### config.mk
export PLATFORM = sky130hd
export DESIGN_NAME = ma_stage
export DESIGN_NICKNAME = d
export VERILOG_FILES = /design/src/rtl/ma_stage.sv
export SDC_FILE = /design/constraint.sdc
export NUM_CORES = 1
export LEC_CHECK = 0
export ABC_AREA = 1
export CAP_MARGIN = 30
export CORE_ASPECT_RATIO = 1.5
export CORE_MARGIN = 4
export CORE_UTILIZATION = 49
export DETAILED_ROUTE_END_ITERATION = 12
export PLACE_DENSITY_LB_ADDON = 0.2
export SKIP_LAST_GASP = 1
export SYNTH_ARGS = -nofsm -noshare
export SYNTH_HDL_FRONTEND = slang
export SYNTH_SLANG_ARGS = --single-unit
### constraint.sdc
create_clock -name Clk -period 4.9 [get_ports Clk]
set_input_delay 0.98 -clock Clk [delete_from_list [all_inputs] [get_ports Clk]]
set_output_delay 0.98 -clock Clk [all_outputs]
set_load 0.1 [all_outputs]
### src/rtl/ma_stage.sv
`timescale 1ns/1ps
`default_nettype none
// ============================================================================
//  Module   : ma_stage
//  Purpose  : Memory-Access pipeline stage between Execute and Writeback.
//             Non-memory instructions pass through one output register.
//             Aligned loads and stores go to data memory over a valid/ready
//             request/response port. The stage stalls upstream until the
//             access completes. Misaligned loads and stores are flagged on
//             Ma_Err_o and never reach memory.
//  Ports    : Clk, Rst            - clock, synchronous active-high reset
//             Ex_*                - payload and handshake from Execute
//             Dmem_Req_* / Addr / We / Wdata - memory request channel
//             Dmem_Rsp_* / Rdata  - memory response channel
//             Ma_*                - payload and handshake toward Writeback
//  Revision : 1.0 - initial release
// ============================================================================
module ma_stage #(
    parameter int ADDR_W = 32,
    parameter int DATA_W = 32,
    parameter int RD_W   = 4
) (
    input  logic              Clk,
    input  logic              Rst,
    // Execute side
    input  logic              Ex_Valid_i,
    output logic              Ex_Ready_o,
    input  logic [31:0]       Ex_Pc_i,
    input  logic [DATA_W-1:0] Ex_AluResult_i,
    input  logic [DATA_W-1:0] Ex_Op2_i,
    input  logic [RD_W-1:0]   Ex_Rd_i,
    input  logic              Ex_IsLd_i,
    input  logic              Ex_IsSt_i,
    input  logic              Ex_IsWb_i,
    // Data memory request
    output logic              Dmem_Req_Valid_o,
    input  logic              Dmem_Req_Ready_i,
    output logic [ADDR_W-1:0] Dmem_Addr_o,
    output logic              Dmem_We_o,
    output logic [DATA_W-1:0] Dmem_Wdata_o,
    // Data memory response
    input  logic              Dmem_Rsp_Valid_i,
    output logic              Dmem_Rsp_Ready_o,
    input  logic [DATA_W-1:0] Dmem_Rdata_i,
    // Writeback side
    output logic              Ma_Valid_o,
    input  logic              Ma_Ready_i,
    output logic [31:0]       Ma_Pc_o,
    output logic [DATA_W-1:0] Ma_AluResult_o,
    output logic [DATA_W-1:0] Ma_LdResult_o,
    output logic [RD_W-1:0]   Ma_Rd_o,
    output logic              Ma_IsLd_o,
    output logic              Ma_IsWb_o,
    output logic              Ma_Err_o
);

    typedef enum logic [1:0] {
        ST_IDLE = 2'd0,
        ST_REQ  = 2'd1,
        ST_RESP = 2'd2,
        ST_WB   = 2'd3
    } state_t;

    state_t r_state;
    state_t w_state_nxt;

    // Instruction held for the duration of a memory access
    logic [31:0]       r_hold_pc;
    logic [DATA_W-1:0] r_hold_alu;
    logic [DATA_W-1:0] r_hold_wdata;
    logic [DATA_W-1:0] r_hold_ldata;
    logic [RD_W-1:0]   r_hold_rd;
    logic              r_hold_isld;
    logic              r_hold_iswb;
    logic              r_hold_we;

    logic w_out_free;
    logic w_accept;
    logic w_is_mem;
    logic w_misalign;
    logic w_go_mem;
    logic w_direct;
    logic w_wb_fire;

    // The output register can take a new payload when empty or draining now
    assign w_out_free = !Ma_Valid_o || Ma_Ready_i;
    assign Ex_Ready_o = (r_state == ST_IDLE) && w_out_free;
    assign w_accept   = Ex_Valid_i && Ex_Ready_o;
    assign w_is_mem   = Ex_IsLd_i || Ex_IsSt_i;
    assign w_misalign = (Ex_AluResult_i[1:0] != 2'b00);
    assign w_go_mem   = w_accept && w_is_mem && !w_misalign;
    // Non-memory and misaligned instructions both complete in one cycle
    assign w_direct   = w_accept && !w_go_mem;
    assign w_wb_fire  = (r_state == ST_WB) && w_out_free;

    always_comb begin
        w_state_nxt = r_state;
        case (r_state)
            ST_IDLE: if (w_go_mem)         w_state_nxt = ST_REQ;
            ST_REQ:  if (Dmem_Req_Ready_i) w_state_nxt = ST_RESP;
            ST_RESP: if (Dmem_Rsp_Valid_i) w_state_nxt = ST_WB;
            ST_WB:   if (w_out_free)       w_state_nxt = ST_IDLE;
            default:                       w_state_nxt = ST_IDLE;
        endcase
    end

    always_ff @(posedge Clk) begin
        if (Rst) begin
            r_state <= ST_IDLE;
        end else begin
            r_state <= w_state_nxt;
        end
    end

    always_ff @(posedge Clk) begin
        if (Rst) begin
            r_hold_pc    <= '0;
            r_hold_alu   <= '0;
            r_hold_wdata <= '0;
            r_hold_ldata <= '0;
            r_hold_rd    <= '0;
            r_hold_isld  <= 1'b0;
            r_hold_iswb  <= 1'b0;
            r_hold_we    <= 1'b0;
        end else begin
            if (w_go_mem) begin
                r_hold_pc    <= Ex_Pc_i;
                r_hold_alu   <= Ex_AluResult_i;
                r_hold_wdata <= Ex_Op2_i;
                r_hold_rd    <= Ex_Rd_i;
                r_hold_isld  <= Ex_IsLd_i;
                r_hold_iswb  <= Ex_IsWb_i;
                r_hold_we    <= !Ex_IsLd_i;
            end
            // Store acks carry no useful data, so only loads capture Rdata
            if ((r_state == ST_RESP) && Dmem_Rsp_Valid_i && r_hold_isld) begin
                r_hold_ldata <= Dmem_Rdata_i;
            end
        end
    end

    always_ff @(posedge Clk) begin
        if (Rst) begin
            Ma_Valid_o     <= 1'b0;
            Ma_Pc_o        <= '0;
            Ma_AluResult_o <= '0;
            Ma_LdResult_o  <= '0;
            Ma_Rd_o        <= '0;
            Ma_IsLd_o      <= 1'b0;
            Ma_IsWb_o      <= 1'b0;
            Ma_Err_o       <= 1'b0;
        end else if (w_direct) begin
            // A memory op on this path is misaligned: flag it, suppress writeback
            Ma_Valid_o     <= 1'b1;
            Ma_Pc_o        <= Ex_Pc_i;
            Ma_AluResult_o <= Ex_AluResult_i;
            Ma_LdResult_o  <= '0;
            Ma_Rd_o        <= Ex_Rd_i;
            Ma_IsLd_o      <= Ex_IsLd_i;
            Ma_IsWb_o      <= Ex_IsWb_i && !w_is_mem;
            Ma_Err_o       <= w_is_mem;
        end else if (w_wb_fire) begin
            Ma_Valid_o     <= 1'b1;
            Ma_Pc_o        <= r_hold_pc;
            Ma_AluResult_o <= r_hold_alu;
            Ma_LdResult_o  <= r_hold_isld ? r_hold_ldata : '0;
            Ma_Rd_o        <= r_hold_rd;
            Ma_IsLd_o      <= r_hold_isld;
            Ma_IsWb_o      <= r_hold_isld && r_hold_iswb;
            Ma_Err_o       <= 1'b0;
        end else if (Ma_Valid_o && Ma_Ready_i) begin
            Ma_Valid_o     <= 1'b0;
        end
    end

    assign Dmem_Req_Valid_o = (r_state == ST_REQ);
    assign Dmem_Addr_o      = r_hold_alu[ADDR_W-1:0];
    assign Dmem_We_o        = r_hold_we;
    assign Dmem_Wdata_o     = r_hold_wdata;
    // Always sink responses; anything outside RESP is a stale leftover
    assign Dmem_Rsp_Ready_o = 1'b1;

endmodule
`default_nettype wire

==> impl_metrics.csv, run 1 <==
group,metric,value,unit
cts,cts_setup_buffers,0,
global_route,overflow,0,
logic_synthesis,synth_area_leader_cell,"dfxtp_1",
cts,post_cts_resized,0,
critical_path,criticalPathCategory,"flip-flop to primary output",
final_layout,nets,1683,
critical_path,cp.required,3920,ps
detailed_routing,vias,9018,
logic_synthesis,yosys_warnings,0,
timing,slew_violations,0,
cts,clk_latency,500,ps
final_layout,drive_gt1_frac,0.04381,
timing,min_period,3235,ps
final_layout,syn_to_final_growth,43.14,%
hold_path,hold_class,"flip-flop to flip-flop",
critical_path,worst_setup_path_start_kind,"flip-flop",
floorplanning,die_area,21590,µm²
critical_path,critPathMaxFanout,4,
detailed_routing,routed_wl,27.31,mm
detailed_routing,ant_nets,0,
final_layout,instances_no_fill,1804,
placed_design,dp_slack,1493,ps
pwr,ir_drop,0.2929,mV
final_layout,final_common_cell,"clkdlybuf4s50_1",
timing,hold_viol,0,
pwr,p_total,6.856,mW
detailed_routing,drt_iter0_drc,565,
floorplanning,die_w,121.3,µm
logic_synthesis,ys_seq_area_frac,0.5113,
cts,numCtsBuffers,23,
global_route,grt_pass1_vias,8717,
cts,ctsHoldBuffers,0,
timing,tightest_slew,1056,ps
detailed_routing,viasPerCell,4.999,
timing,fin_skew,6.825,ps
final_layout,layout_common_cells,"309 x clkdlybuf4s50_1, 241 x dfxtp_1, 183 x inv_1",
cts,clockBufferDepth,3,
placed_design,portBuffers,311,
timing,setup_ws,1665,ps
cts,htreeDepth,1,
critical_path,slowest_stage,"clkdlybuf4s50_1",
timing,final.period_utilization,0.6602,
cts,cts-root-buf,"clkbuf_16",
cts,path_clk_slew,60,ps
critical_path,cp_num_buf_inv,2,
cts,clock_sinks,241,
logic_synthesis,syn_nets,1419,
logic_synthesis,yosys-top-cells-area,"dfxtp_1 51%, a21oi_1 9.1%, o21ai_0 7.5%",
status,status,"complete, no violations",
timing,grt_setup_unrepaired,"false",
logic_synthesis,ys_types,24,
placed_design,dp_hpwl,18.35,mm
critical_path,crit_chain,"inv_1 > ha_1 > clkdlybuf4s50_1",
critical_path,arrival,2260,ps
cts,cts_tree,"yes",
global_route,grt_pass1_wl,42.91,mm
timing,setup_viol,0,
critical_path,cpLargestDelayFamily,"buffers and inverters",
logic_synthesis,ys_ff_latch,241,
final_layout,finish.utilization,0.7193,
placed_design,placed_cells,1764,
floorplanning,core_area,18780,µm²
floorplanning,num_io_pins,313,
detailed_routing,avgRoutedWirePerCell,15.14,µm
floorplanning,initial_core_util,0.5025,
logic_synthesis,synth_area,9435,µm²
timing,slew_headroom,0.2935,
logic_synthesis,avgSynthCellArea,7.406,µm²
floorplanning,fp.dieH,178.0,µm
critical_path,slowest_delay,1160,ps
global_route,grt_max_degree,140,
timing,setup_tns,0,ps
timing,fmax,0.3091,GHz
placed_design,gp_congestion,0.8166,
logic_synthesis,synthCells,1274,
critical_path,endpoint_kind,"primary output",
logic_synthesis,synth_top_area_frac,0.5113,
floorplanning,num_rows,61,
pwr,p_leak,5.049,nW
global_route,track_usage,0.2419,
detailed_routing,drc,0,
detailed_routing,dr.pass1.iters,5,
global_route,antenna_found_initial,0,
final_layout,n_antenna_cell,0,
pwr,power.density_cell_area,507.6,nW/µm²
flow_run,cap_violations,0,
==> power breakdown <==
| part | switching (mW) | internal, mW |
|---|---|---|
| clock network | 0.724 | 0.995 |
| logic | 2.12 | 0.718 |
| registers | 0.113 | 2.19 |
| total | 2.96 | 3.90 |
==> cell usage after synthesis <==
library cell,number
ha_1,4
a21oi_4,1
a22oi_1,31
o21ai_1,61
dfxtp_1,241
inv_1,183
clkinv_1,2
a21oi_1,172
nand2_1,156
buf_1,1
clkbuf_1,44
buf_4,2
nor2_2,3
a21oi_2,1
buf_2,42
nand4_2,1
nand3_2,1
conb_1,1
o21ai_0,142
nand3_1,4
nor3_1,4
nand2_2,1
inv_2,3
nor2_1,173
==> through the flow <==
step | cell area [µm²] | hold slack (ps)
final | 13510 | 445.8
after global routing | 13510 | 462.9
after CTS | 13480 | 448.3
after detailed placement | 12750 | 438.2
after global placement | 12570 | 432.0
after floorplan | 9435 | 423.3
==> layer usage <==
layer / track usage / vias to the layer above / part of all wire
met5: 0 / - / 0
met4: 0.08972 / 0 / 0.034
met3: 0.07239 / 57 / 0.082
met2: 0.4302 / 283 / 0.50
met1: 0.2705 / 4119 / 0.38
li1: - / 4559 / -
==> sequential cells by signal, indices dropped and copies added, names as in the netlist <==
signal / count
Ma_Valid_o: 1
Dmem_Addr_o: 32
r_hold_iswb: 1
Ma_Rd_o: 4
r_state: 2
Ma_Pc_o: 32
r_hold_rd: 4
Dmem_We_o: 1
Ma_AluResult_o: 32
Ma_LdResult_o: 32
r_hold_pc: 32
Dmem_Wdata_o: 32
r_hold_isld: 1
Ma_IsWb_o: 1
Ma_IsLd_o: 1
Ma_Err_o: 1
r_hold_ldata: 32
==> area by class of cell <==
class	count	area (µm²)
fill	1559	5270
sequential	241	4825
multi-input combinational	756	3540
timing repair buffer	328	3391
clock buffer	37	718.2
inverter	188	706.9
tap	252	315.3
clock inverter	2	10.01
==> kinds of logic after synthesis <==
| logic type | share of synthesized area |
|---|---|
| AO/OA/AOI/OAI | 0.2262 |
| AND/OR/NAND/NOR | 0.1402 |
| buffers and inverters | 0.1166 |
| flip-flops | 0.5113 |
| adder cells (fa/ha/maj) | 0.005305 |
| other | 0.0003974 |
==> path summary, 6_finish.rpt <==
path                         start                to  slack (ps)  cells after the start
setup / recovery        r_state[1]  Dmem_Req_Valid_o        1660                      3
hold / removal    r_hold_ldata[10]  r_hold_ldata[10]         450                      2
setup reg to reg        r_state[0]   Dmem_Addr_o[20]        2400                      8
hold reg to reg   r_hold_ldata[10]  r_hold_ldata[10]         450                      2
==> worst min-delay path: cells and delay by family (launching register included) <==
family / cells / cell delay, ps
AOI/OAI and AO/OA: 1 / 50
buffers and inverters: 1 / 50
DFF: 1 / 310
No activity file was read; power rests on OpenSTA's default activity.
==> inputs of run 2 (changes only) <==
Settings changed: CORE_UTILIZATION 49 to 46.
Clock period 4.9 ns to 3.22 ns, I/O delays scaled along.
==> run 2 against run 1 <==
  * Clock skew is 2.1 ps higher
  * Die area is 6.2% higher
  * Cell count increased by 0.50%
  * Sequential share of layout area up 1.3 points
  * Worst setup slack got worse by 790 ps
  * Clock-buffer cell count fell by 6
==> impl_metrics.csv, run 2 (synthesis gave the netlist of run 1 again) <==
group,metric,value,unit
final_layout,drive_gt1_frac,0.1558,
critical_path,reg2reg_setup_slack,1300,ps
floorplanning,die_w,124.9,µm
timing,fin_skew,8.891,ps
timing,setup_tns,0,ps
status,status,"complete, no violations",
critical_path,slowest_stage,"dfxtp_1",
critical_path,startpoint,"r_state[0]",
global_route,antenna_found_initial,0,
hold_path,hold_class,"flip-flop to flip-flop",
critical_path,critPathMaxFanout,4,
critical_path,worst_setup_path_start_kind,"flip-flop",
cts,cts_tree,"yes",
final_layout,final_common_cell,"dfxtp_1",
cts,ctsHoldBuffers,0,
cts,numCtsBuffers,23,
global_route,grt_pass1_wl,42.66,mm
cts,cts-root-buf,"clkbuf_16",
hold_path,hp-start,"r_hold_ldata[9]",
floorplanning,num_rows,63,
placed_design,dp_hpwl,18.16,mm
pwr,p_sw_frac,0.4378,
timing,setup_viol,0,
critical_path,cpLargestDelayFamily,"buffers and inverters",
final_layout,finish.utilization,0.6534,
critical_path,criticalPathCategory,"flip-flop to primary output",
final_layout,nets,1682,
critical_path,crit_chain,"inv_1 > ha_1 > inv_1 > a21oi_2 > buf_12",
pwr,ir_drop,0.4671,mV
pwr,power.share.clock,0.259,
final_layout,layout_common_cells,"241 x dfxtp_1, 183 x inv_1, 180 x buf_4",
timing,fmax,0.4264,GHz
critical_path,endpoint_kind,"primary output",
timing,hold_viol,0,
detailed_routing,routed_wl,27.03,mm
pwr,p_leak,5.352,nW
final_layout,n_antenna_cell,0,
cts,clock_sinks,241,
flow_run,cap_violations,0,
timing,min_period,2345,ps
cts,cts_setup_buffers,0,
detailed_routing,drc,0,
critical_path,critPathMostFrequentCell,"inv_1",
pwr,share_comb_of_total_power,0.403,
detailed_routing,viasPerCell,4.954,
detailed_routing,avgRoutedWirePerCell,14.91,µm
timing,grt_setup_unrepaired,"false",
critical_path,cp.required,2580,ps
timing,final.period_utilization,0.7284,
placed_design,portBuffers,311,
timing,slew_headroom,0.4015,
cts,path_clk_slew,70,ps
critical_path,cp_num_buf_inv,3,
cts,htreeDepth,1,
critical_path,arrival,1700,ps
floorplanning,fp.dieH,183.4,µm
detailed_routing,drt_iter0_drc,576,
floorplanning,die_area,22910,µm²
detailed_routing,dr.pass1.iters,5,
detailed_routing,vias,8982,
pwr,seqPwrFrac,0.338,
final_layout,syn_to_final_growth,38.10,%
critical_path,slowest_delay,340,ps
cts,post_cts_resized,0,
critical_path,rr_startpoint,"r_state[0]",
timing,whs,444.1,ps
timing,slew_violations,0,
cts,clockBufferDepth,3,
detailed_routing,ant_nets,0,
global_route,grt_pass1_vias,8287,
floorplanning,core_area,19940,µm²
global_route,track_usage,0.2219,
placed_design,gp_congestion,0.7924,
pwr,switching_power,4.532,mW
pwr,p_int,5.819,mW
global_route,overflow,0,
pwr,power.density_cell_area,794.4,nW/µm²
floorplanning,initial_core_util,0.4731,
timing,tightest_slew,897.8,ps
cts,clk_latency,500,ps
floorplanning,num_io_pins,313,
global_route,grt_max_degree,119,
-- run 2: worst paths after layout --
path / to / depth (start not counted)
min reg2reg: r_hold_ldata[9] / 2
min: r_hold_ldata[9] / 2
max: Ex_Ready_o / 5
max reg2reg: Dmem_Wdata_o[8] / 9
-- run 2: per-layer routing --
metal  global-route usage  vias to the layer above  part of all wire
met4              0.06901                        0             0.030
met1               0.2655                     4117              0.40
met3              0.06410                       46             0.078
met2               0.3869                      254              0.49
met5                    0                        -                 0
li1                     -                     4565                 -
-- run 2: cell type report --
| class | count | area, µm² |
|---|---|---|
| inverter | 188 | 706.9 |
| clock buffer | 31 | 665.6 |
| tap | 260 | 325.3 |
| fill | 1783 | 6913 |
| multi-input combinational | 756 | 3540 |
| sequential | 241 | 4825 |
| clock inverter | 10 | 80.08 |
| timing repair buffer | 327 | 2888 |
-- run 2: power groups by stage --
stage	Sequential [mW]	Clock [mW]	Combinational, mW
floorplan	5.58	0	1.14
detailed placement	3.57	0	4.19
global placement	3.55	0	4.15
global route	3.54	2.86	4.40
CTS	3.50	2.73	4.20
finish	3.50	2.68	4.17
-- run 2: through the flow --
stage	cells	worst slack, ps	total power, mW	cell area (µm²)
4_1_cts	1813	840.1	10.43	13030
2_1_floorplan	1274	475.8	6.718	9435
3_5_place_dp	1772	642.7	7.755	12280
6_report	1813	874.5	10.35	13030
3_3_place_gp	1771	585.3	7.708	12260
5_1_grt	1813	773.9	10.80	13030
-- run 2: worst register-to-register path, stage by stage, from the launching register on --
cell and delay, ps:
dfxtp_1 340, inv_1 90, ha_1 210, inv_1 90
a21oi_2 240, nand4_4 150, clkinv_1 190, buf_4 350
nor2_1 70, nor2_1 120
==> inputs of run 3 (changes only) <==
Clock period 3.22 ns to 2.33 ns, I/O delays scaled along.
==> run 3 against run 2 <==
  * Sequential power grew 39%
  * Combinational power grew 43%
  * First-iteration DRC count shrank 8.2%
  * Critical endpoint unchanged
==> impl_metrics.csv, run 3 (synthesis gave the netlist of run 1 again) <==
group,metric,value,unit
pwr,share_comb_of_total_power,0.388,
global_route,grt_pass1_wl,43.70,mm
timing,fin_skew,8.793,ps
detailed_routing,dr.pass1.iters,5,
cts,numCtsBuffers,24,
cts,cts-root-buf,"clkbuf_16",
floorplanning,die_area,22910,µm²
hold_path,hold_class,"input port to flip-flop",
floorplanning,fp.dieH,183.4,µm
timing,setup_ws,194.2,ps
timing,setup_viol,0,
detailed_routing,viasPerCell,4.905,
detailed_routing,routed_wl,27.41,mm
critical_path,critPathMaxFanout,4,
timing,setup_tns,0,ps
floorplanning,core_area,19940,µm²
critical_path,cpLargestDelayFamily,"buffers and inverters",
cts,ctsHoldBuffers,0,
cts,cts_tree,"yes",
detailed_routing,vias,8977,
global_route,track_usage,0.2274,
final_layout,final_common_cell,"dfxtp_1",
cts,post_cts_resized,0,
cts,htreeDepth,1,
pwr,p_leak,5.574,nW
cts,clk_latency,510,ps
final_layout,stdcell_area,13500,µm²
critical_path,endpoint_kind,"primary output",
critical_path,crit_chain,"inv_1 > ha_1 > inv_1 > a21oi_4 > buf_12",
timing,min_period,2136,ps
global_route,overflow,0,
critical_path,arrival,1670,ps
detailed_routing,dr_wl_met2,13.70,mm
detailed_routing,met1Wirelength,10.73,mm
critical_path,cp_num_buf_inv,3,
pwr,ir_drop,0.8346,mV
timing,hold_viol,0,
critical_path,criticalPathCategory,"flip-flop to primary output",
detailed_routing,wl_met3,1.948,mm
floorplanning,num_rows,63,
placed_design,dp_hpwl,19.08,mm
cts,clockBufferDepth,3,
pwr,seqPwrFrac,0.317,
flow_run,cap_violations,0,
detailed_routing,avgRoutedWirePerCell,14.98,µm
detailed_routing,ant_nets,0,
cts,clock_sinks,241,
placed_design,dpl_cell_area,12550,µm²
critical_path,critPathMostFrequentCell,"inv_1",
critical_path,cp.required,1860,ps
detailed_routing,drc,0,
critical_path,slowest_delay,350,ps
final_layout,drive_gt1_frac,0.1644,
global_route,antenna_found_initial,1,
final_layout,nets,1696,
placed_design,gp_congestion,0.8058,
critical_path,reg2regPathDepth,9,
global_route,grt_max_degree,90,
placed_design,dp_slack,41.56,ps
pwr,p_sw_frac,0.4125,
timing,final.period_utilization,0.9166,
critical_path,startpoint,"r_state[0]",
pwr,p_int,9.012,mW
critical_path,cp.depth,5,
pwr,power.share.clock,0.295,
cts,path_clk_slew,70,ps
timing,grt_setup_unrepaired,"false",
hold_path,hold_path_depth,2,
placed_design,portBuffers,311,
critical_path,slowest_stage,"dfxtp_1",
critical_path,rr_startpoint,"r_state[0]",
pwr,power.density_cell_area,1136,nW/µm²
critical_path,worst_setup_path_start_kind,"flip-flop",
hold_path,hp-start,"Rst",
status,status,"complete, no violations",
final_layout,syn_to_final_growth,43.08,%
timing,fmax,0.4682,GHz
timing,slew_violations,0,
floorplanning,die_w,124.9,µm
pwr,switching_power,6.328,mW
detailed_routing,highest_layer,"met4",
final_layout,layout_common_cells,"240 x dfxtp_1, 183 x inv_1, 180 x buf_4",
global_route,grt_pass1_vias,8591,
floorplanning,initial_core_util,0.4731,
detailed_routing,drt_iter0_drc,529,
timing,whs,369.1,ps
floorplanning,num_io_pins,313,
cts,cts_setup_buffers,0,
==> run 3: changes by cell type in the layout (fill, tap and decap cells not counted), sizes merged <==
cell      previous run  this run
buf                188       201
bufinv               1         7
clkinv               9         5
clkbuf              31        34
clkinvlp             2         0
diode                0         1
==> run 3: final cells by class <==
| type | instances | area [µm²] |
|---|---|---|
| fillers | 1742 | 6442 |
| flip-flops and latches | 241 | 4826 |
| multi-input cells | 756 | 3547 |
| repair buffers | 340 | 3148 |
| clock buffers | 34 | 719.4 |
| inverters | 188 | 706.9 |
| well taps | 260 | 325.3 |
| clock inverters | 10 | 225.2 |
| diodes | 1 | 2.502 |
==> run 3: path summary, 6_finish.rpt <==
kind	to	slack, ps
min	Ma_AluResult_o[6]	370
min reg2reg	r_hold_ldata[3]	450
max	Ex_Ready_o	190
max reg2reg	Dmem_Wdata_o[2]	460
==> run 3: stage by stage <==
stage          total power, mW  cells  utilization
2_1_floorplan            9.295   1274            -
3_3_place_gp             10.86   1785       0.6295
3_5_place_dp             10.92   1785       0.6295
4_1_cts                  15.47   1829       0.6768
5_1_grt                  16.00   1830       0.6770
6_report                 15.34   1830       0.6770
==> run 3: power groups by stage <==
stage | registers, mW | clock network (mW) | logic [mW]
after floorplan | 7.71 | 0 | 1.58
after global routing | 4.92 | 4.81 | 6.27
after global placement | 4.94 | 0 | 5.92
after detailed placement | 4.95 | 0 | 5.97
final | 4.86 | 4.53 | 5.95
after CTS | 4.86 | 4.63 | 5.98
==> run 3: worst reg2reg max path, cell delays in order (launching register included) <==
cell and delay [ps]:
dfxtp_1 350, inv_1 90, ha_1 200, inv_1 110
a21oi_4 210, nand4_4 160, clkinv_1 120, buf_4 370
nor2_1 90, nor2_1 110
==> run 3: layer usage <==
metal / GRT usage / vias up
met1: 0.2558 / 4055
li1: - / 4602
met5: 0 / -
met3: 0.06090 / 65
met4: 0.08724 / 0
met2: 0.4112 / 255
